### config.mk
export PLATFORM = sky130hd
export DESIGN_NAME = phase_sequencer
export DESIGN_NICKNAME = d
export VERILOG_FILES = /design/src/rtl/phase_sequencer.sv
export SDC_FILE = /design/constraint.sdc
export NUM_CORES = 1
export LEC_CHECK = 0
export BUFFER_PORTS_ARGS = -buffer_cell sky130_fd_sc_hd__buf_2
export CAP_MARGIN = 40
export CORE_MARGIN = 3
export CORE_UTILIZATION = 60
export DETAILED_ROUTE_END_ITERATION = 7
export GPL_TIMING_DRIVEN = 0
export PLACE_DENSITY = 0.8
export SYNTH_ARGS = -nofsm -noshare
export SYNTH_HDL_FRONTEND = slang
export SYNTH_SLANG_ARGS = --single-unit
### constraint.sdc
create_clock -name clk -period 3.7 [get_ports clk]
set_clock_uncertainty 0.2 [all_clocks]
set_input_delay 0.37 -clock clk [delete_from_list [all_inputs] [get_ports clk]]
set_output_delay 0.37 -clock clk [all_outputs]
set_load 0.005 [all_outputs]
### src/rtl/phase_sequencer.sv
// Run/step controller for the 5-phase multi-cycle datapath: debounces the
// run/stop and step buttons, sequences phases 1..5, and counts retired instructions.
module phase_sequencer #(
   parameter int unsigned DB_COUNT = 50000,
   parameter int unsigned DB_W     = 16,
   parameter int unsigned RET_W    = 16
) (
   input  logic             clk,
   input  logic             rst,
   input  logic             exec_btn,
   input  logic             step_btn,
   input  logic             halt,
   output logic [2:0]       phase,
   output logic             pc_e,
   output logic             running,
   output logic             halted,
   output logic [RET_W-1:0] retired
);

   localparam int unsigned N_BTN = 2;

   typedef enum logic [1:0] {
      S_IDLE   = 2'd0,
      S_RUN    = 2'd1,
      S_STEP   = 2'd2,
      S_HALTED = 2'd3
   } state_t;

   // Button index 0 = exec (run/stop), 1 = step; all levels active-low
   logic [N_BTN-1:0] w_raw;
   logic [N_BTN-1:0] r_sync1;
   logic [N_BTN-1:0] r_sync2;
   logic [N_BTN-1:0] r_db;
   logic [N_BTN-1:0] r_press;
   logic [DB_W-1:0]  r_cnt [N_BTN];

   state_t           r_state;
   state_t           w_nxt_state;
   logic [2:0]       r_phase;
   logic [2:0]       w_nxt_phase;
   logic             r_stop_req;
   logic             w_nxt_stop;
   logic             r_pc_e;
   logic             r_running;
   logic             r_halted;
   logic [RET_W-1:0] r_retired;
   logic [RET_W-1:0] w_nxt_retired;
   logic             w_exec;
   logic             w_step;

   assign w_raw  = {step_btn, exec_btn};
   assign w_exec = r_press[0];
   assign w_step = r_press[1];

   // Synchronize, debounce, and emit a one-cycle pulse on each accepted press
   always_ff @(posedge clk or negedge rst) begin
      if (!rst) begin
         r_sync1 <= '1;
         r_sync2 <= '1;
         r_db    <= '1;
         r_press <= '0;
         for (int i = 0; i < int'(N_BTN); i++) r_cnt[i] <= '0;
      end else begin
         r_sync1 <= w_raw;
         r_sync2 <= r_sync1;
         r_press <= '0;
         for (int i = 0; i < int'(N_BTN); i++) begin
            if (r_sync2[i] == r_db[i]) begin
               r_cnt[i] <= '0;
            end else if (r_cnt[i] == DB_W'(DB_COUNT)) begin
               r_db[i]    <= r_sync2[i];
               r_cnt[i]   <= '0;
               r_press[i] <= ~r_sync2[i];
            end else begin
               r_cnt[i] <= r_cnt[i] + DB_W'(1);
            end
         end
      end
   end

   always_ff @(posedge clk or negedge rst) begin
      if (!rst) begin
         r_state    <= S_IDLE;
         r_phase    <= 3'd0;
         r_stop_req <= 1'b0;
         r_pc_e     <= 1'b0;
         r_running  <= 1'b0;
         r_halted   <= 1'b0;
         r_retired  <= '0;
      end else begin
         r_state    <= w_nxt_state;
         r_phase    <= w_nxt_phase;
         r_stop_req <= w_nxt_stop;
         r_pc_e     <= (w_nxt_phase == 3'd5);
         r_running  <= (w_nxt_phase != 3'd0);
         r_halted   <= (w_nxt_state == S_HALTED);
         r_retired  <= w_nxt_retired;
      end
   end

   always_comb begin
      w_nxt_state   = r_state;
      w_nxt_phase   = r_phase;
      w_nxt_stop    = r_stop_req;
      w_nxt_retired = r_retired;
      case (r_state)
         S_IDLE: begin
            w_nxt_phase = 3'd0;
            w_nxt_stop  = 1'b0;
            if (w_exec) begin
               w_nxt_state = S_RUN;
               w_nxt_phase = 3'd1;
            end else if (w_step) begin
               w_nxt_state = S_STEP;
               w_nxt_phase = 3'd1;
            end
         end
         S_RUN: begin
            if (w_exec) w_nxt_stop = 1'b1;
            case (r_phase)
               3'd1, 3'd2, 3'd3, 3'd4: w_nxt_phase = r_phase + 3'd1;
               3'd5: begin
                  w_nxt_retired = r_retired + RET_W'(1);
                  // Halt outranks a pending stop; either ends the run after this instruction
                  if (halt) begin
                     w_nxt_state = S_HALTED;
                     w_nxt_phase = 3'd0;
                     w_nxt_stop  = 1'b0;
                  end else if (r_stop_req) begin
                     w_nxt_state = S_IDLE;
                     w_nxt_phase = 3'd0;
                     w_nxt_stop  = 1'b0;
                  end else begin
                     w_nxt_phase = 3'd1;
                  end
               end
               default: begin
                  w_nxt_state = S_IDLE;
                  w_nxt_phase = 3'd0;
                  w_nxt_stop  = 1'b0;
               end
            endcase
         end
         S_STEP: begin
            case (r_phase)
               3'd1, 3'd2, 3'd3, 3'd4: w_nxt_phase = r_phase + 3'd1;
               3'd5: begin
                  w_nxt_retired = r_retired + RET_W'(1);
                  w_nxt_state   = halt ? S_HALTED : S_IDLE;
                  w_nxt_phase   = 3'd0;
               end
               default: begin
                  w_nxt_state = S_IDLE;
                  w_nxt_phase = 3'd0;
               end
            endcase
         end
         S_HALTED: begin
            w_nxt_phase = 3'd0;
            w_nxt_stop  = 1'b0;
         end
         default: begin
            w_nxt_state = S_IDLE;
            w_nxt_phase = 3'd0;
            w_nxt_stop  = 1'b0;
         end
      endcase
   end

   assign phase   = r_phase;
   assign pc_e    = r_pc_e;
   assign running = r_running;
   assign halted  = r_halted;
   assign retired = r_retired;

endmodule
==> impl_metrics.xml <==
<?xml version="1.0" encoding="UTF-8"?>
<metrics>
  <group name="outcome">
    <metric name="outcome" unit="">finished clean</metric>
  </group>
  <group name="sta">
    <metric name="max_freq" unit="GHz">0.4559</metric>
    <metric name="setup_violations" unit="">0</metric>
    <metric name="rsz_0062_raised_after_global_routing" unit="">false</metric>
    <metric name="hold_ws" unit="ns">0.1531</metric>
    <metric name="final_period_demand_of_the_worst_path" unit="ns">2.193</metric>
    <metric name="drv_slew" unit="">0</metric>
    <metric name="worst_pin_slew" unit="ns">0.6392</metric>
    <metric name="slew_hr" unit="%">57.39</metric>
    <metric name="final_critical_path_setup_slack" unit="ns">1.507</metric>
    <metric name="setup_tns" unit="ns">0</metric>
    <metric name="final_min_period_over_clock_period" unit="%">59.28</metric>
    <metric name="report.final.hold_viol_count" unit="">0</metric>
  </group>
  <group name="detailed_routing">
    <metric name="final_wirelength" unit="mm">6.334</metric>
    <metric name="routed_via_density" unit="">5.728</metric>
    <metric name="drt_first_iter_violations" unit="">100</metric>
    <metric name="routed_wire_length_per_instance" unit="µm">14.97</metric>
    <metric name="drt_first_pass_iters" unit="">4</metric>
    <metric name="route.antenna.remaining_nets" unit="">0</metric>
    <metric name="remaining_drc_errors" unit="">0</metric>
    <metric name="num_vias" unit="">2423</metric>
  </group>
  <group name="yosys">
    <metric name="synth_cells" unit="">307</metric>
    <metric name="edff_count_synth" unit="">0</metric>
    <metric name="synth.yosys.seq_area_share" unit="%">50.76</metric>
    <metric name="yosysTopAreaCellShare" unit="%">45.86</metric>
    <metric name="synth_nets" unit="">326</metric>
    <metric name="synthFlopType" unit="">sky130_fd_sc_hd__dfrtp_1</metric>
    <metric name="synth_cell_type_count" unit="">47</metric>
    <metric name="syn-cell-area" unit="µm²">3219</metric>
    <metric name="synth_area_leader_cell" unit="">sky130_fd_sc_hd__dfrtp_1</metric>
    <metric name="ys_seq_elements" unit="">65</metric>
    <metric name="yosys-top-cells-area" unit="">sky130_fd_sc_hd__dfrtp_1 46%, sky130_fd_sc_hd__xor2_1 6.3%, sky130_fd_sc_hd__ha_1 5.4%, sky130_fd_sc_hd__xnor2_1 5.4%, sky130_fd_sc_hd__dfstp_2 4.9%</metric>
    <metric name="synth_async_sr_flop_share" unit="%">100.0</metric>
    <metric name="synthesis.yosys.warnings" unit="">0</metric>
    <metric name="post_synth.cell_area_avg" unit="µm²">10.49</metric>
  </group>
  <group name="clock_tree">
    <metric name="worst_skew_pair_latency" unit="ns">0.35</metric>
    <metric name="cts_sinks" unit="">65</metric>
    <metric name="cts_hold_buf" unit="">3</metric>
    <metric name="clk_root_buf" unit="">sky130_fd_sc_hd__clkbuf_8</metric>
    <metric name="post_cts_resize_count" unit="">0</metric>
    <metric name="cts_tree" unit="">yes</metric>
    <metric name="cts-htree-levels" unit="">3</metric>
    <metric name="cts.reportedPaths.clkPinSlew" unit="ns">0.07</metric>
    <metric name="cts-root-to-sink-buffers" unit="">2</metric>
    <metric name="postCtsSetupBuffers" unit="">0</metric>
    <metric name="cts_made_buffers" unit="">9</metric>
  </group>
  <group name="die">
    <metric name="dieArea" unit="µm²">6281</metric>
    <metric name="vertical_extent_of_the_die" unit="µm">79.25</metric>
    <metric name="start_util" unit="%">62.63</metric>
    <metric name="core" unit="µm²">5140</metric>
    <metric name="ios" unit="">27</metric>
    <metric name="num_rows" unit="">26</metric>
    <metric name="die_width" unit="µm">79.25</metric>
  </group>
  <group name="placement">
    <metric name="numPortBuffers" unit="">26</metric>
    <metric name="final_weighted_congestion_of_routability_driven_global_placement" unit="">0.8511</metric>
    <metric name="dp_wirelength" unit="mm">4.151</metric>
    <metric name="place.detailed.instances" unit="">404</metric>
    <metric name="detailedPlace.worstSlack" unit="ns">1.573</metric>
  </group>
  <group name="pwr">
    <metric name="vdd.ir_drop.worst" unit="µV">243.0</metric>
    <metric name="powerDensity" unit="nW/µm²">385.6</metric>
    <metric name="power.static_leakage" unit="nW">1.729</metric>
    <metric name="power" unit="mW">1.429</metric>
  </group>
  <group name="grt">
    <metric name="via_count_of_the_first_global_routing_pass" unit="">2328</metric>
    <metric name="grt_util_all_layers" unit="%">22.63</metric>
    <metric name="grt_antenna_before_repair" unit="">0</metric>
    <metric name="grt_start_max_net_pins" unit="">40</metric>
    <metric name="gr-total-overflow" unit="">0</metric>
    <metric name="grt_pass1_wl" unit="mm">10.90</metric>
  </group>
  <group name="critical_path">
    <metric name="timing.critical_path.from_type" unit="">flip-flop</metric>
    <metric name="worstPathRequired" unit="ns">3.69</metric>
    <metric name="criticalPathCategory" unit="">reg2reg</metric>
    <metric name="timing.critical_path.fanout_max" unit="">7</metric>
    <metric name="end_kind" unit="">flip-flop</metric>
    <metric name="reg2reg_setup_slack" unit="ns">1.51</metric>
    <metric name="arrival_worst_endpoint" unit="ns">2.18</metric>
  </group>
  <group name="cells_and_area">
    <metric name="final-instance-count-excl-fill" unit="">423</metric>
    <metric name="post_route_cells_drive_above_1_share" unit="%">18.13</metric>
    <metric name="antenna_cells_inserted" unit="">0</metric>
    <metric name="finalNetCount" unit="">367</metric>
    <metric name="syn_to_final_growth" unit="%">15.12</metric>
  </group>
  <group name="hold_path">
    <metric name="min_path_type" unit="">reg2reg</metric>
  </group>
  <group name="flow_run">
    <metric name="maximum_capacitance_violations" unit="">0</metric>
  </group>
</metrics>
## metal layers
layer	vias to the layer above	part of all wire [%]	GRT usage, %
li1	1164	-	-
met5	-	0	0
met1	1183	45	29.65
met4	0	2.1	10.82
met2	63	48	34.85
met3	13	4.5	6.122
## final cells by class
cell class | count | area [µm²]
fill | 381 | 1434
clock buffer | 9 | 123.9
inverter | 15 | 56.30
buffer | 4 | 20.02
multi-input combinational | 223 | 1509
tap | 70 | 87.58
timing repair buffer | 30 | 180.2
sequential | 65 | 1634
clock inverter | 7 | 95.09
## logic make-up after synthesis
group,count (synthesis),share of synthesized area (%)
XOR/XNOR,43,11.70
flip-flops,65,50.76
multiplexers,3,1.049
AO/OA/AOI/OAI,19,4.042
buffers and inverters,19,2.371
adder cells (fa/ha/maj),14,5.441
AND/OR/NAND/NOR,144,24.64
## placed cells by master (no fill, tap or decap), types with 2 or more instances in the layout
| cell type | n |
|---|---|
| sky130_fd_sc_hd__and4_1 | 4 |
| sky130_fd_sc_hd__or4_1 | 3 |
| sky130_fd_sc_hd__xnor2_1 | 20 |
| sky130_fd_sc_hd__and3_1 | 6 |
| sky130_fd_sc_hd__nor4_1 | 8 |
| sky130_fd_sc_hd__nor2b_1 | 4 |
| sky130_fd_sc_hd__nor4b_1 | 3 |
| sky130_fd_sc_hd__clkbuf_8 | 9 |
| sky130_fd_sc_hd__dfrtp_1 | 59 |
| sky130_fd_sc_hd__dlygate4sd3_1 | 3 |
| sky130_fd_sc_hd__nor3b_1 | 2 |
| sky130_fd_sc_hd__ha_1 | 14 |
| sky130_fd_sc_hd__nor3_1 | 8 |
| sky130_fd_sc_hd__nand4_1 | 16 |
| sky130_fd_sc_hd__inv_1 | 15 |
| sky130_fd_sc_hd__clkinv_2 | 2 |
| sky130_fd_sc_hd__a21oi_1 | 6 |
| sky130_fd_sc_hd__o22a_1 | 2 |
| sky130_fd_sc_hd__mux2_2 | 3 |
| sky130_fd_sc_hd__xor2_1 | 23 |
| sky130_fd_sc_hd__dfstp_2 | 6 |
| sky130_fd_sc_hd__nand3_1 | 15 |
| sky130_fd_sc_hd__bufinv_16 | 2 |
| sky130_fd_sc_hd__nor2_1 | 42 |
| sky130_fd_sc_hd__buf_2 | 30 |
| sky130_fd_sc_hd__clkinv_4 | 2 |
| sky130_fd_sc_hd__o31ai_1 | 2 |
| sky130_fd_sc_hd__nand2_1 | 18 |
## critical path, cell delays in order, from the launching register on
cell                      delay, ns
sky130_fd_sc_hd__dfrtp_1       0.40
sky130_fd_sc_hd__inv_1         0.08
sky130_fd_sc_hd__ha_1          0.27
sky130_fd_sc_hd__or4_1         0.53
sky130_fd_sc_hd__o31a_1        0.30
sky130_fd_sc_hd__o41ai_1       0.10
sky130_fd_sc_hd__a22oi_1       0.17
## through the flow
step / utilization [%] / cell area (µm²)
2_1_floorplan: - / 3219
3_5_place_dp: 67.26 / 3457
3_3_place_gp: 66.87 / 3437
5_1_grt: 72.10 / 3706
4_1_cts: 72.10 / 3706
6_report: 72.10 / 3706
## cells in the mapped netlist, types with 2 or more instances
library cell and instances:
sky130_fd_sc_hd__and3_1 6, sky130_fd_sc_hd__nor4_1 8, sky130_fd_sc_hd__nor2b_1 4, sky130_fd_sc_hd__nand3_1 15, sky130_fd_sc_hd__ha_1 14, sky130_fd_sc_hd__o31ai_1 2
sky130_fd_sc_hd__o22a_1 2, sky130_fd_sc_hd__buf_2 4, sky130_fd_sc_hd__dfrtp_1 59, sky130_fd_sc_hd__a21oi_1 6, sky130_fd_sc_hd__dfstp_2 6, sky130_fd_sc_hd__nor2_1 42
sky130_fd_sc_hd__nor4b_1 3, sky130_fd_sc_hd__nand4_1 16, sky130_fd_sc_hd__mux2_2 3, sky130_fd_sc_hd__nor3_1 8, sky130_fd_sc_hd__inv_1 15, sky130_fd_sc_hd__nor3b_1 2
sky130_fd_sc_hd__xnor2_1 20, sky130_fd_sc_hd__and4_1 4, sky130_fd_sc_hd__nand2_1 18, sky130_fd_sc_hd__xor2_1 23, sky130_fd_sc_hd__or4_1 3
## sequential cells by signal, indices dropped and copies added, names as in the netlist
signal      flops
r_db            2
r_cnt          32
r_stop_req      1
r_press         2
r_sync1         2
halted          1
running         1
r_sync2         2
phase           3
r_state         2
pc_e            1
retired        16
## path summary, 6_finish.rpt
kind	start	endpoint	depth (start not counted)
setup / recovery	phase[1]	halted	6
hold / removal	r_sync1[1]	r_sync2[1]	0
setup reg to reg	phase[1]	halted	6
hold reg to reg	r_sync1[1]	r_sync2[1]	0
max in group asynchronous	rst	r_sync1[1]	3
min in group asynchronous	rst	r_stop_req	2
## report_power, final
group          internal, mW  switching [mW]  leakage (nW)
registers             0.720         0.00876         0.867
logic                0.0143          0.0292         0.753
clock network         0.379           0.279         0.109
(Power assumes the default switching activity.)
